$ cat config.mk
export PLATFORM = sky130hd
export DESIGN_NAME = pre_neuron_ctrl
export DESIGN_NICKNAME = d
export VERILOG_FILES = /design/src/rtl/snn_ff_pkg.sv /design/src/rtl/pre_neuron_ctrl.sv
export SDC_FILE = /design/constraint.sdc
export NUM_CORES = 1
export LEC_CHECK = 0
export ABC_AREA = 1
export BUFFER_PORTS_ARGS = -buffer_cell sky130_fd_sc_hd__buf_2
export CAP_MARGIN = 30
export CORE_ASPECT_RATIO = 1.75
export CORE_MARGIN = 2
export CORE_UTILIZATION = 43
export DETAILED_ROUTE_END_ITERATION = 8
export PLACE_DENSITY = 0.72
export SYNTH_ARGS = -nofsm -noshare
export SYNTH_HDL_FRONTEND = slang
export SYNTH_SLANG_ARGS = --single-unit
$ cat constraint.sdc
create_clock -name CLK -period 1.3 [get_ports CLK]
set_input_delay 0.13 -clock CLK [delete_from_list [all_inputs] [get_ports CLK]]
set_output_delay 0.13 -clock CLK [all_outputs]
set_load 0.01 [all_outputs]
$ cat src/rtl/snn_ff_pkg.sv
// Shared definitions for the SNN feed-forward blocks.
//   pre_ctrl_state_e : state encoding of the presynaptic spike-count controller
//   clog2            : ceiling log2 used to size address / index fields (minimum 1)
package snn_ff_pkg;

    typedef enum logic [1:0] {
        ST_IDLE  = 2'd0,
        ST_RD    = 2'd1,
        ST_WR    = 2'd2,
        ST_SWEEP = 2'd3
    } pre_ctrl_state_e;

    // Ceiling log2, never below 1 so single-entry fields still get one bit.
    function automatic int unsigned clog2(input int unsigned value);
        int unsigned res;
        res = 1;
        for (int unsigned i = 1; i < 32; i++) begin
            if ((64'(1) << i) < 64'(value)) begin
                res = i + 1;
            end
        end
        return res;
    endfunction

endpackage

$ cat src/rtl/pre_neuron_ctrl.sv
// Presynaptic spike-count controller.
// Turns input spikes into read-modify-write cycles on the spike-count SRAM,
// tracks the time step inside a reference window and, at the end of each
// window, sweeps every count back to zero.
// Ports:
//   CLK, RST                         clock, synchronous active-high reset
//   spk_valid/spk_addr/spk_ready     spike request handshake
//   step_done                        end-of-time-step strobe
//   sram_cs/we/addr/wdata, rdata     single-port SRAM request / read data
//   neuron_event(_pulse), time_ref_event, current_time_step,
//   pre_spike_cnt, pre_spike_cnt_next  interface to the pre-neuron update logic
//   busy, sweep_done, step_err       status
module pre_neuron_ctrl
    import snn_ff_pkg::*;
#(
    parameter int unsigned N                        = 256,
    parameter int unsigned PRE_NEUR_SPIKE_CNT_WIDTH = 8,
    parameter int unsigned TIME_STEP                = 8,
    localparam int unsigned AW = clog2(N),
    localparam int unsigned TW = clog2(TIME_STEP),
    localparam int unsigned CW = PRE_NEUR_SPIKE_CNT_WIDTH
) (
    input  logic          CLK,
    input  logic          RST,
    input  logic          spk_valid,
    input  logic [AW-1:0] spk_addr,
    output logic          spk_ready,
    input  logic          step_done,
    output logic          sram_cs,
    output logic          sram_we,
    output logic [AW-1:0] sram_addr,
    output logic [CW-1:0] sram_wdata,
    input  logic [CW-1:0] sram_rdata,
    output logic          neuron_event,
    output logic          neuron_event_pulse,
    output logic          time_ref_event,
    output logic [TW-1:0] current_time_step,
    output logic [CW-1:0] pre_spike_cnt,
    input  logic [CW-1:0] pre_spike_cnt_next,
    output logic          busy,
    output logic          sweep_done,
    output logic          step_err
);

    pre_ctrl_state_e state_q, state_d;
    logic [AW-1:0]   addr_q, addr_d;
    logic [AW-1:0]   sweep_q, sweep_d;
    logic [TW-1:0]   ts_q, ts_d;
    logic            pend_q, pend_d;
    logic            err_q, err_d;

    // State register
    always_ff @(posedge CLK) begin
        if (RST) begin
            state_q <= ST_IDLE;
            addr_q  <= '0;
            sweep_q <= '0;
            ts_q    <= '0;
            pend_q  <= 1'b0;
            err_q   <= 1'b0;
        end else begin
            state_q <= state_d;
            addr_q  <= addr_d;
            sweep_q <= sweep_d;
            ts_q    <= ts_d;
            pend_q  <= pend_d;
            err_q   <= err_d;
        end
    end

    // Next-state logic; a step strobe is serviced in the same IDLE cycle it
    // arrives, so it always wins over a simultaneous spike.
    always_comb begin
        state_d = state_q;
        addr_d  = addr_q;
        sweep_d = sweep_q;
        ts_d    = ts_q;
        pend_d  = pend_q | step_done;
        err_d   = err_q | (step_done & pend_q);
        case (state_q)
            ST_IDLE: begin
                if (pend_q || step_done) begin
                    if (ts_q < TW'(TIME_STEP - 1)) begin
                        ts_d   = ts_q + TW'(1);
                        pend_d = 1'b0;
                    end else begin
                        state_d = ST_SWEEP;
                        sweep_d = '0;
                    end
                end else if (spk_valid) begin
                    state_d = ST_RD;
                    addr_d  = spk_addr;
                end
            end
            ST_RD: state_d = ST_WR;
            ST_WR: state_d = ST_IDLE;
            ST_SWEEP: begin
                // pend stays set for the whole sweep, so extra strobes only flag step_err
                if (sweep_q == AW'(N - 1)) begin
                    state_d = ST_IDLE;
                    ts_d    = '0;
                    pend_d  = 1'b0;
                end else begin
                    sweep_d = sweep_q + AW'(1);
                end
            end
            default: state_d = ST_IDLE;
        endcase
    end

    // Output decode; everything is forced low in a reset cycle so no write can issue.
    always_comb begin
        spk_ready          = 1'b0;
        sram_cs            = 1'b0;
        sram_we            = 1'b0;
        sram_addr          = '0;
        sram_wdata         = '0;
        neuron_event       = 1'b0;
        neuron_event_pulse = 1'b0;
        time_ref_event     = 1'b0;
        sweep_done         = 1'b0;
        busy               = 1'b0;
        if (!RST) begin
            busy = (state_q != ST_IDLE);
            case (state_q)
                ST_IDLE: spk_ready = ~pend_q & ~step_done;
                ST_RD: begin
                    sram_cs      = 1'b1;
                    sram_addr    = addr_q;
                    neuron_event = 1'b1;
                end
                ST_WR: begin
                    sram_cs            = 1'b1;
                    sram_we            = 1'b1;
                    sram_addr          = addr_q;
                    sram_wdata         = pre_spike_cnt_next;
                    neuron_event       = 1'b1;
                    neuron_event_pulse = 1'b1;
                end
                ST_SWEEP: begin
                    sram_cs        = 1'b1;
                    sram_we        = 1'b1;
                    sram_addr      = sweep_q;
                    sram_wdata     = pre_spike_cnt_next;
                    time_ref_event = 1'b1;
                    sweep_done     = (sweep_q == AW'(N - 1));
                end
                default: busy = 1'b0;
            endcase
        end
    end

    assign pre_spike_cnt     = RST ? '0 : sram_rdata;
    assign current_time_step = RST ? '0 : ts_q;
    assign step_err          = RST ? 1'b0 : err_q;

endmodule

Word-level counts from Yosys, hierarchy flattened:

Index checks and enable logic that the tools add are counted.

* register bits after elaboration: 23
* input port bits: 28
* word-level logic and storage cells: 77
* output and inout port bits: 36

* multiplexer cells: 39
* $lt $le $gt $ge: 1
* reductions and logical operators: 11
* bitwise gates (word level): 7
* add/subtract/negate cells: 2
* eq/ne operators: 11

Operators with widths (number)
* $mux 8: 7
* $pmux 8 s2: 2
* $mux 1: 19
* $mux 3: 4
* $ne 2x2->1 const B: 5
* $add 8x1->8 const B: 1
* $eq 8x8->1 const B: 1
* $mux 2: 4
* $pmux 2 s4: 1
* $reduce_and 4->1: 2
* $ne 3x3->1 const B: 2
* $pmux 3 s2: 1
* $reduce_and 3->1: 2
* $eq 2x2->1 const B: 2
* $reduce_bool 2->1: 2
* $reduce_or 2->1: 2
* $add 3x1->3 const B: 1
* $lt 3x3->1 const B: 1
* $not 1->1: 3
* $reduce_or 3->1: 1
* $and 1x1->1: 2
* $eq 2x1->1 const B: 1
* $logic_not 2->1: 1
* $or 1x1->1: 2
* other kinds (2): 2

Depth between registers and ports, before layout:

* depth after elaboration: 4
* depth in mapped cells: 11

Worst setup path before layout:

Ideal clock, no wire load.

* path type: reg-to-output
* start point: reg state_q[1]
* end point: out sram_wdata[0]
* path buffers: 1
* setup slack: -0.125 ns
* stages on the path, launching flop included: 7
* arrival: 1.295 ns
* path through: dfxtp_1 -> ha_1 -> buf_4 -> inv_1 -> nor2_1 -> nor2_2 -> nor2_1

* longest elaborated chain between the ends: 4
* elaborated cells between the ends (all ways): 5

RTL lines
* start: declaration: line pre_neuron_ctrl.sv:45 `pre_ctrl_state_e state_q, state_d;`
* start signal: assignment: line pre_neuron_ctrl.sv:62 `state_q <= state_d;`
* $eq 2x2->1: line pre_neuron_ctrl.sv:125 `case (state_q)`
* $reduce_or 2->1 (no line) *
* $mux 8 *: line pre_neuron_ctrl.sv:125
* $mux 8 *: line pre_neuron_ctrl.sv:123 `if (!RST) begin`
* end: declaration: line pre_neuron_ctrl.sv:32 `output logic [CW-1:0] sram_wdata,`

Every way passes the cells marked *; elsewhere a longest branch is shown, timed or not.

Worst setup path after layout:

* start point: reg state_q[1]
* end point: out sram_wdata[4]

Same word-level chain as after synthesis.

==> summary.md <==
| Metric | Value |
|---|---|
| Run status | complete, but fails checks |
| Violations in the final reports | negative setup slack |
| Most area-hungry cell type in the Yosys netlist | dfxtp_1 |
| Most used flip-flop cell after synthesis | dfxtp_1 |
| Weighted congestion at the end of routability-driven global placement | 0.817 |
| Port Buf Inserts | 63 |
| CTS H-tree lvls | 1 |
| Maximum vdd drop | 1870 uV |
| Number of global-route vias before repair | 1,962 |
| CTS tree | done |
| Power after layout | 4.14 mW |
| Worst hold endpoint | addr_q[3] |
| Horizontal die dimension | 49.8 um |
| Average detailed-routed wire length per instance | 14.7 um |
| Post-layout util | 81.3% |
| HPWL reported at the end of detailed placement | 3100 um |
| Max cap viols | 0 |
| Yosys cell types | 25 |
| Post-synthesis sequential area ratio | 29.2% |
| Floorplan row count | 29 |
| Number of antenna violations at the first check in global routing | 0 |
| Final setup slack of the worst path | -0.315 ns |
| Number of routed nets with antenna violations | 0 |
| CP startpoint kind | register |
| Worst hold stages | 3 |
| Unrepaired setup endpoints after global routing | true |
| WL final | 5940 um |
| Critical Path End Type | primary output |
| Relative slew margins | 75.5% |
| WHS | 0.110 ns |
| Hold WC Path Type | in -> reg |
| Post-synthesis instance area | 0.00158 mm2 |
| Count of flip-flops with a built-in enable after synthesis | 0 |
| Final-report max-slew violation count | 0 |
| Setup TNS | -7.52 ns |
| Worst Path Arrival | 1.48 ns |
| TritonCTS Sinks | 23 |
| Number of instances in the synthesized netlist | 253 |
| GRT overflow | 0 |
| Worst-skew pair later-pin latency | 0.28 ns |
| Launching point of the worst reg2reg path | state_q[1] |
| Static leakage power | 1.49 nW |
| Worst-margin pin slew | 0.367 ns |
| Area enclosed by the die boundary | 0.00419 mm2 |
| Top achievable clock speed | 0.619 GHz |
| Share of flip-flops with an asynchronous set or reset | 0% |
| Number of nets in the layout | 393 |
| CORE AREA | 0.00356 mm2 |
| Total of hold buffers inserted after clock tree synthesis | 0 |
| Start point of the worst hold path | spk_addr[3] |
| Clk Tree Root Cell | clkbuf_8 |
| Initial cell density of the core | 44.3% |
| Number of buffers between clock root and the deepest sink | 2 |
| First-pass iteration count of the detailed router | 4 |
| Wire length of the first global-routing pass | 8390 um |
| Final Cycle Share | 124% |
| Top cells by area, synth | dfxtp_1 (29%), nand2_1 (14%), inv_1 (11%), nor2_1 (9.0%), a21oi_1 (7.0%) |
| # setup viols final | 40 |
| Via-to-Cell Ratio | 5.08 |
| Mean instance size in the synthesized netlist | 6.23 um2 |
| Fraction of layout cells with a size suffix above 1 | 58.7% |
| Die span in y | 84.1 um |
| Final critical delay including setup and external delays | 1.61 ns |
| Number of nets in the synthesized netlist | 287 |
| Slack of the worst reg-to-reg path | -0.16 ns |
| Count of routing violations after the opening detailed-route iteration | 73 |
| Kind of critical path | reg -> out |
| Count of filler cells inserted in the layout | 233 |
| Worst Path Max Fanout | 5 |
| Yosys top cell area share | 29.2% |
| Count of vias placed by the detailed router | 2,054 |
| Cell area power density | 1430 mW/mm2 |
| Data required time of the critical path | 1.17 ns |
| Critical R2R Capture | sweep_q[4] |
| Gr usage total | 25.3% |
| Setup Skew | 0.00433 ns |
| Count of inserted antenna diode cells | 0 |
| DRC Markers | 0 |
| Final Hold Viols | 0 |
| Ports placed on the boundary | 64 |
| Flop and latch count out of synthesis | 23 |
| Clock Pin Slew Worst Setup and Hold Paths | 0.09 ns |
| Area Overhead vs Synth | 83.3% |
| Cts bufs inserted | 3 |
| R2r worst-path depth | 11 |
| Warnings from Yosys | 0 |
| Largest net degree at the start of global routing | 22 |
==> sequential cells by signal, indices dropped and copies added (netlist names) <==
name	flops
addr_q	8
sweep_q	8
ts_q	3
state_q	2
err_q	1
pend_q	1
==> through the flow <==
step / setup slack (ns) / instance area [um2] / std cells
2_1_floorplan: -0.0201 / 1600 / 253
3_3_place_gp: -0.0919 / 2130 / 378
3_5_place_dp: -0.115 / 2130 / 378
4_1_cts: -0.247 / 2650 / 396
5_1_grt: -0.355 / 2890 / 404
6_report: -0.315 / 2890 / 404
==> how the worst max path moves through the flow <==
stage               start             to  cells past startpoint
2_1_floorplan  state_q[1]  sram_wdata[0]                      6
3_3_place_gp   state_q[0]     sweep_q[4]                     10
3_5_place_dp   state_q[0]     sweep_q[4]                     10
4_1_cts        state_q[1]   sram_addr[5]                      6
5_1_grt        state_q[1]  sram_wdata[4]                      6
6_report       state_q[1]  sram_wdata[4]                      6
==> Yosys cell counts (3+ instances only) <==
| cell | number |
|---|---|
| nand2_1 | 58 |
| inv_1 | 47 |
| nor2_1 | 38 |
| dfxtp_1 | 23 |
| a21oi_1 | 22 |
| nand3_1 | 16 |
| o21ai_0 | 10 |
| ha_1 | 6 |
| nand2_2 | 4 |
| nand2_4 | 4 |
| buf_2 | 3 |
| clkbuf_1 | 3 |
| nor2_4 | 3 |
==> layer usage <==
metal	up-vias	GRT usage (%)	part of all wire (%)
met5	-	0	0
met4	0	12.4	3.9
met3	23	4.12	6.3
met2	122	49.1	57
met1	929	24.4	33
li1	980	-	-
==> cell families after synthesis <==
| kind of cell | share of synthesized area, % |
|---|---|
| buf+inv | 14.3 |
| xor+xnor | 0.556 |
| flops | 29.2 |
| fa+ha+maj | 4.76 |
| simple gates | 39.4 |
| compound gates | 11.7 |
==> power breakdown <==
part	switching, mW	internal, mW
logic	1.38	1.30
clock network	0.270	0.216
registers	0.128	0.839
==> worst max-delay path, stage by stage, from the launching register on <==
cell     delay, ns
dfxtp_4       0.41
ha_4          0.24
inv_4         0.06
nor2_4        0.17
nor2_4        0.07
nor2_1        0.10
buf_2         0.15
==> placed cells by master, fill, tap and decap left out, drive strengths merged <==
cell type,count
nor2,45
inv,48
a21oi,24
nand3b,2
nand2,66
clkbuf,4
ha,6
dfxtp,23
xnor2,1
clkinv,1
nand3,17
nor3b,1
o31ai,1
buf,108
nor3,1
o21ai,10
==> repair_timing <==
item / in CTS / in global routing
buffers inserted: 14 / 8
resized for setup: 97 / 44
pin swaps: 33 / 25
endpoints found under the setup margin: 46 / 46
cloned: 2 / 1
==> area by class of cell <==
class,count,area [um2],area share (%)
Clock inverter,1,5.00,0.173
Sequential cell,23,470,16.3
Timing Repair Buffer,109,813,28.1
Tap cell,46,57.6,1.99
Multi-Input combinational cell,174,1310,45.3
Clock buffer,3,41.3,1.43
Inverter,48,193,6.67
(Power assumes the default switching activity.)
